File: config.mk
export PLATFORM = sky130hd
export DESIGN_NAME = array_wrctl
export DESIGN_NICKNAME = d
export VERILOG_FILES = /design/src/rtl/array_wrctl_pkg.sv /design/src/rtl/array_wrctl_wrarb.sv /design/src/rtl/array_wrctl.sv
export SDC_FILE = /design/constraint.sdc
export NUM_CORES = 1
export LEC_CHECK = 0
export CAP_MARGIN = 15
export CORE_UTILIZATION = 43
export CTS_BUF_LIST = sky130_fd_sc_hd__clkbuf_8 sky130_fd_sc_hd__clkbuf_16
export DETAILED_ROUTE_END_ITERATION = 8
export GPL_ROUTABILITY_DRIVEN = 0
export PLACE_DENSITY = 0.84
export SETUP_SLACK_MARGIN = 0.05
export SYNTH_ARGS = -nofsm -noshare
export SYNTH_HDL_FRONTEND = slang
export SYNTH_SLANG_ARGS = --single-unit
File: constraint.sdc
create_clock -name clk -period 3.6 [get_ports clk]
set_input_delay 0.36 -clock clk [delete_from_list [all_inputs] [get_ports clk]]
set_output_delay 0.36 -clock clk [all_outputs]
set_load 0.02 [all_outputs]
File: src/rtl/array_wrctl_pkg.sv
// array_wrctl shared types: controller state
// and arbiter grant-select codes.
package array_wrctl_pkg;

  typedef enum logic {
    ST_INIT = 1'b0,
    ST_RUN  = 1'b1
  } state_e;

  typedef enum logic [1:0] {
    GNT_NONE = 2'd0,
    GNT_A    = 2'd1,
    GNT_B    = 2'd2
  } gnt_e;

endpackage

File: src/rtl/array_wrctl_wrarb.sv
// wrarb2: two-way write arbiter, A preferred,
// B never loses twice in a row.
// Ports: clk, rst_ (async low), req_a/req_b,
//   enable (arbitration allowed), gnt_a/gnt_b.
module wrarb2 (
  input  logic clk,
  input  logic rst_,
  input  logic req_a,
  input  logic req_b,
  input  logic enable,
  output logic gnt_a,
  output logic gnt_b
);

  logic bden_q, bden_d;

  // bden_q: B asked last cycle and lost,
  // so B wins the next tie.
  always_comb begin
    gnt_a  = enable & req_a
           & ~(req_b & bden_q);
    gnt_b  = enable & req_b
           & (~req_a | bden_q);
    bden_d = bden_q;
    if (gnt_b)
      bden_d = 1'b0;
    else if (req_b)
      bden_d = 1'b1;
  end

  always_ff @(posedge clk or negedge rst_) begin
    if (!rst_)
      bden_q <= 1'b0;
    else
      bden_q <= bden_d;
  end

endmodule

File: src/rtl/array_wrctl.sv
// array_wrctl: owns the array write port; init
// sweep after reset/init_req, then merges A/B.
// Ports: clk, rst_, init_req, req/addr/data/ack
//   for A and B, wa/we/di to the array,
//   init_done, err_oor (sticky bad address).
module array_wrctl
  import array_wrctl_pkg::*;
#(
  parameter int ADDRBIT = 9,
  parameter int DEPTH   = 512,
  parameter int WIDTH   = 32,
  parameter logic [WIDTH-1:0] INITVAL = '0
) (
  input  logic               clk,
  input  logic               rst_,
  input  logic               init_req,
  input  logic               req_a,
  input  logic [ADDRBIT-1:0] addr_a,
  input  logic [WIDTH-1:0]   data_a,
  output logic               ack_a,
  input  logic               req_b,
  input  logic [ADDRBIT-1:0] addr_b,
  input  logic [WIDTH-1:0]   data_b,
  output logic               ack_b,
  output logic [ADDRBIT-1:0] wa,
  output logic               we,
  output logic [WIDTH-1:0]   di,
  output logic               init_done,
  output logic               err_oor
);

  localparam logic [ADDRBIT-1:0] LAST =
    ADDRBIT'(DEPTH - 1);
  localparam logic [ADDRBIT:0] DEP =
    (ADDRBIT + 1)'(DEPTH);

  state_e               st_q, st_d;
  logic [ADDRBIT-1:0]   cnt_q, cnt_d;
  logic [ADDRBIT-1:0]   wa_q, wa_d;
  logic                 we_q, we_d;
  logic [WIDTH-1:0]     di_q, di_d;
  logic                 done_q, done_d;
  logic                 oor_q, oor_d;

  logic                 en;
  logic                 gnt_a, gnt_b;
  gnt_e                 gsel;
  logic [ADDRBIT-1:0]   gaddr;
  logic [WIDTH-1:0]     gdata;

  // init_req wins over any request this cycle
  assign en = (st_q == ST_RUN) & ~init_req;

  wrarb2 u_arb (
    .clk    (clk),
    .rst_   (rst_),
    .req_a  (req_a),
    .req_b  (req_b),
    .enable (en),
    .gnt_a  (gnt_a),
    .gnt_b  (gnt_b)
  );

  assign ack_a = gnt_a;
  assign ack_b = gnt_b;

  always_comb begin
    gsel  = GNT_NONE;
    gaddr = '0;
    gdata = '0;
    unique case (1'b1)
      gnt_a:   gsel = GNT_A;
      gnt_b:   gsel = GNT_B;
      default: gsel = GNT_NONE;
    endcase
    case (gsel)
      GNT_A: begin
        gaddr = addr_a;
        gdata = data_a;
      end
      GNT_B: begin
        gaddr = addr_b;
        gdata = data_b;
      end
      default: ;
    endcase
  end

  always_comb begin
    st_d   = st_q;
    cnt_d  = cnt_q;
    wa_d   = wa_q;
    we_d   = 1'b0;
    di_d   = di_q;
    done_d = done_q;
    oor_d  = oor_q;
    if (init_req) begin
      st_d   = ST_INIT;
      cnt_d  = '0;
      done_d = 1'b0;
      oor_d  = 1'b0;
    end else if (st_q == ST_INIT) begin
      we_d = 1'b1;
      wa_d = cnt_q;
      di_d = INITVAL;
      if (cnt_q == LAST) begin
        st_d   = ST_RUN;
        done_d = 1'b1;
        cnt_d  = '0;
      end else begin
        cnt_d = cnt_q + 1'b1;
      end
    end else if (gsel != GNT_NONE) begin
      // bad address: acked but dropped
      if ({1'b0, gaddr} < DEP) begin
        we_d = 1'b1;
        wa_d = gaddr;
        di_d = gdata;
      end else begin
        oor_d = 1'b1;
      end
    end
  end

  always_ff @(posedge clk or negedge rst_) begin
    if (!rst_) begin
      st_q   <= ST_INIT;
      cnt_q  <= '0;
      wa_q   <= '0;
      we_q   <= 1'b0;
      di_q   <= '0;
      done_q <= 1'b0;
      oor_q  <= 1'b0;
    end else begin
      st_q   <= st_d;
      cnt_q  <= cnt_d;
      wa_q   <= wa_d;
      we_q   <= we_d;
      di_q   <= di_d;
      done_q <= done_d;
      oor_q  <= oor_d;
    end
  end

  assign wa        = wa_q;
  assign we        = we_q;
  assign di        = di_q;
  assign init_done = done_q;
  assign err_oor   = oor_q;

endmodule

==> results.py <==
metrics = {
    "status": {
        "run_status": "finished clean",
    },
    "floorplanning": {
        "dieArea_mm2": 0.00626,
        "die_width_um": 79.1,
        "fp.dieH_um": 79.1,
        "initial_core_util": 0.456,
        "ios": 133,
        "core_mm2": 0.00561,
        "row_count": 27,
    },
    "logic_synthesis": {
        "synth_nets": 355,
        "synth.yosys.seq_area_share": 0.529,
        "ys.flop_type": "dfrtp_1",
        "ys.warnings.count": 0,
        "synth_seq_cells": 54,
        "async_flop_share": 1.00,
        "synth_edf_count": 0,
        "synth_cell_types": 33,
        "synthCells": 263,
        "syn_area_mm2": 0.00256,
        "avgSynthCellArea_um2": 9.72,
    },
    "setup_path": {
        "path_buf_inv": 1,
        "critPathCaptureType": "flip-flop",
        "crit_fanout": 21,
        "rrSetupSlack_ns": 0.84,
        "crit_type": "reg -> reg",
        "r2r_cells": 6,
        "cp.required_ns": 3.82,
        "r2r-end": "di[20]$_DFFE_PN0P_",
        "cp.arrival_ns": 2.98,
        "startpoint_type": "flip-flop",
        "cpPeakStageDelay_ns": 0.69,
        "crit_path_top_delay_cell": "dfrtp_1",
        "crit_chain": "nor2b_4 > nand3_1 > ha_1 > nand4bb_2 > buf_4 > o21ai_1",
        "r2r-start": "st_q$_DFF_PN0_",
        "cpLargestDelayFamily": "simple AND/OR/NAND/NOR gates",
    },
    "placed_design": {
        "placed_area_mm2": 0.00389,
        "io_buffers": 131,
        "dp_hpwl_um": 5240,
        "dp_slack_ns": 0.626,
    },
    "grt": {
        "met1_usage": 0.307,
        "grt.busiest_layer": "met2",
        "grt_max_degree": 42,
        "grt_pass1_vias": 2490,
        "gr-total-overflow": 0,
        "antenna_found_initial": 0,
        "grt.met2_usage": 0.375,
        "grt.met3_usage": 0.0621,
        "grt_pass1_wl_um": 11500,
        "grtUsageTotal": 0.235,
    },
    "clock_tree": {
        "cts-root-buf": "clkbuf_8",
        "cts-resized-gates": 0,
        "cts.path.max_buffers": 2,
        "cts.clk_slew.worst_paths_ns": 0.10,
        "cts_made_buffers": 5,
        "cts.sinks": 54,
        "htreeDepth": 2,
        "postCtsSetupRepairBufs": 0,
        "clk-insertion-delay-late_ns": 0.30,
        "cts_tree": "yes",
        "cts_hold_buf": 0,
    },
    "timing": {
        "max_freq_mhz": 363,
        "finalCritPeriodShare": 0.765,
        "rsz0062_at_grt": "false",
        "hold_ws_ns": 0.0124,
        "final_hold_viol_count": 0,
        "setup_tns_ns": 0,
        "report.final.slew_viol_count": 0,
        "worst_pin_slew_ns": 0.780,
        "skew_ns": 0.00675,
        "maxSlewHeadroom": 0.480,
        "fin_ws_ns": 0.845,
        "fin_crit_ns": 2.76,
        "setup_viol": 0,
    },
    "route": {
        "wl_per_cell_um": 15.5,
        "vias_per_cell": 5.46,
        "drc": 0,
        "ant_nets": 0,
        "first_pass_iters": 4,
        "initialDrtViolationCount": 160,
        "vias": 2499,
        "routed_wl_um": 7110,
    },
    "power": {
        "cellPowerDensity_mw_per_mm2": 274,
        "leakagePower_nw": 1.55,
        "peakVddDrop_mv": 0.202,
    },
    "finish": {
        "fin_util": 0.710,
        "fin_nets": 477,
        "antennaDiodeCount": 0,
        "syn_to_final_growth_pct": 55.8,
        "fin_area_mm2": 0.00398,
        "final_layout_size_suffix_gt1_frac": 0.0440,
    },
    "run": {
        "cap_violations": 0,
    },
    "worst_hold_path": {
        "worst_hold_path_type": "in -> async",
    },
}
-- state kept, by name (all words and copies together), names as in the netlist --
| register | flops |
|---|---|
| di | 32 |
| init_done | 1 |
| u_arb.bden_q | 1 |
| wa | 9 |
| st_q | 1 |
| cnt_q | 9 |
| we | 1 |
-- kinds of logic after synthesis --
group | count (synthesis) | synth area share
AOI/OAI and AO/OA | 100 | 0.256
xor gates and xnor gates | 1 | 0.00343
adders and majority gates | 5 | 0.0245
buffers and inverters | 26 | 0.0465
DFF | 54 | 0.529
muxes | 1 | 0.00392
other | 1 | 0.00147
and+or+nand+nor | 75 | 0.136
-- layer usage --
layer	wire length [µm]	up-vias
met3	620	18
met2	3320	129
met1	3010	1150
met5	0	-
li1	-	1202
met4	165	0
-- where the power goes --
group	switching [W]	internal [W]	leakage (nW)
Combinational	0.0000524	0.0000972	0.755
Sequential	0.00000571	0.000613	0.742
Clock	0.000190	0.000135	0.0493
-- synth_stat cells (4+ instances only) --
cell type,instances,area share
a21oi_1,8,0.016
a221o_1,6,0.023
a22oi_1,38,0.11
buf_2,5,0.0098
clkbuf_1,11,0.016
dfrtp_1,54,0.53
ha_1,5,0.024
nand2_1,38,0.056
nand3_1,5,0.0098
nor2_1,16,0.023
o21ai_1,36,0.070
o31ai_1,4,0.012
or4_1,4,0.012
-- per-stage QoR --
stage          std cells  power (W)
2_1_floorplan        263   0.000659
3_3_place_gp         450   0.000780
3_5_place_dp         450   0.000781
4_1_cts              458    0.00110
5_1_grt              458    0.00114
6_report             458    0.00109
-- worst max path at each step --
stage	startpoint	endpoint	slack, ns	depth (start not counted)
6_report	st_q$_DFF_PN0_	di[20]$_DFFE_PN0P_	0.84	6
5_1_grt	st_q$_DFF_PN0_	di[20]$_DFFE_PN0P_	0.57	6
4_1_cts	st_q$_DFF_PN0_	di[10]$_DFFE_PN0P_	0.87	6
3_5_place_dp	init_req	di[10]$_DFFE_PN0P_	0.63	7
3_3_place_gp	init_req	di[14]$_DFFE_PN0P_	0.71	7
2_1_floorplan	init_req	di[0]$_DFFE_PN0P_	1.45	10
-- layout by cell type, fill, tap and decap left out, drive strengths merged, types with 5 or more instances in the layout --
cell type      synthesis  layout
buf                   10       6
o21ai                 37      37
clkbuf                11       5
ha                     5       5
dfrtp                 54      54
nand3                  5       5
a22oi                 38      38
a21oi                  8       8
inv                    5       6
a221o                  6       6
nand2                 38      38
clkdlybuf4s50          0     130
nor2                  16      16
-- layout make-up --
type,count,area (µm²)
sequential,54,1350
tap,72,90.1
inverter,5,18.8
clock buffer,5,68.8
clock inverter,3,17.5
multi-input combinational,183,1090
timing repair buffer,136,1340
fill,461,1630
No activity file was read; power rests on OpenSTA's default activity.
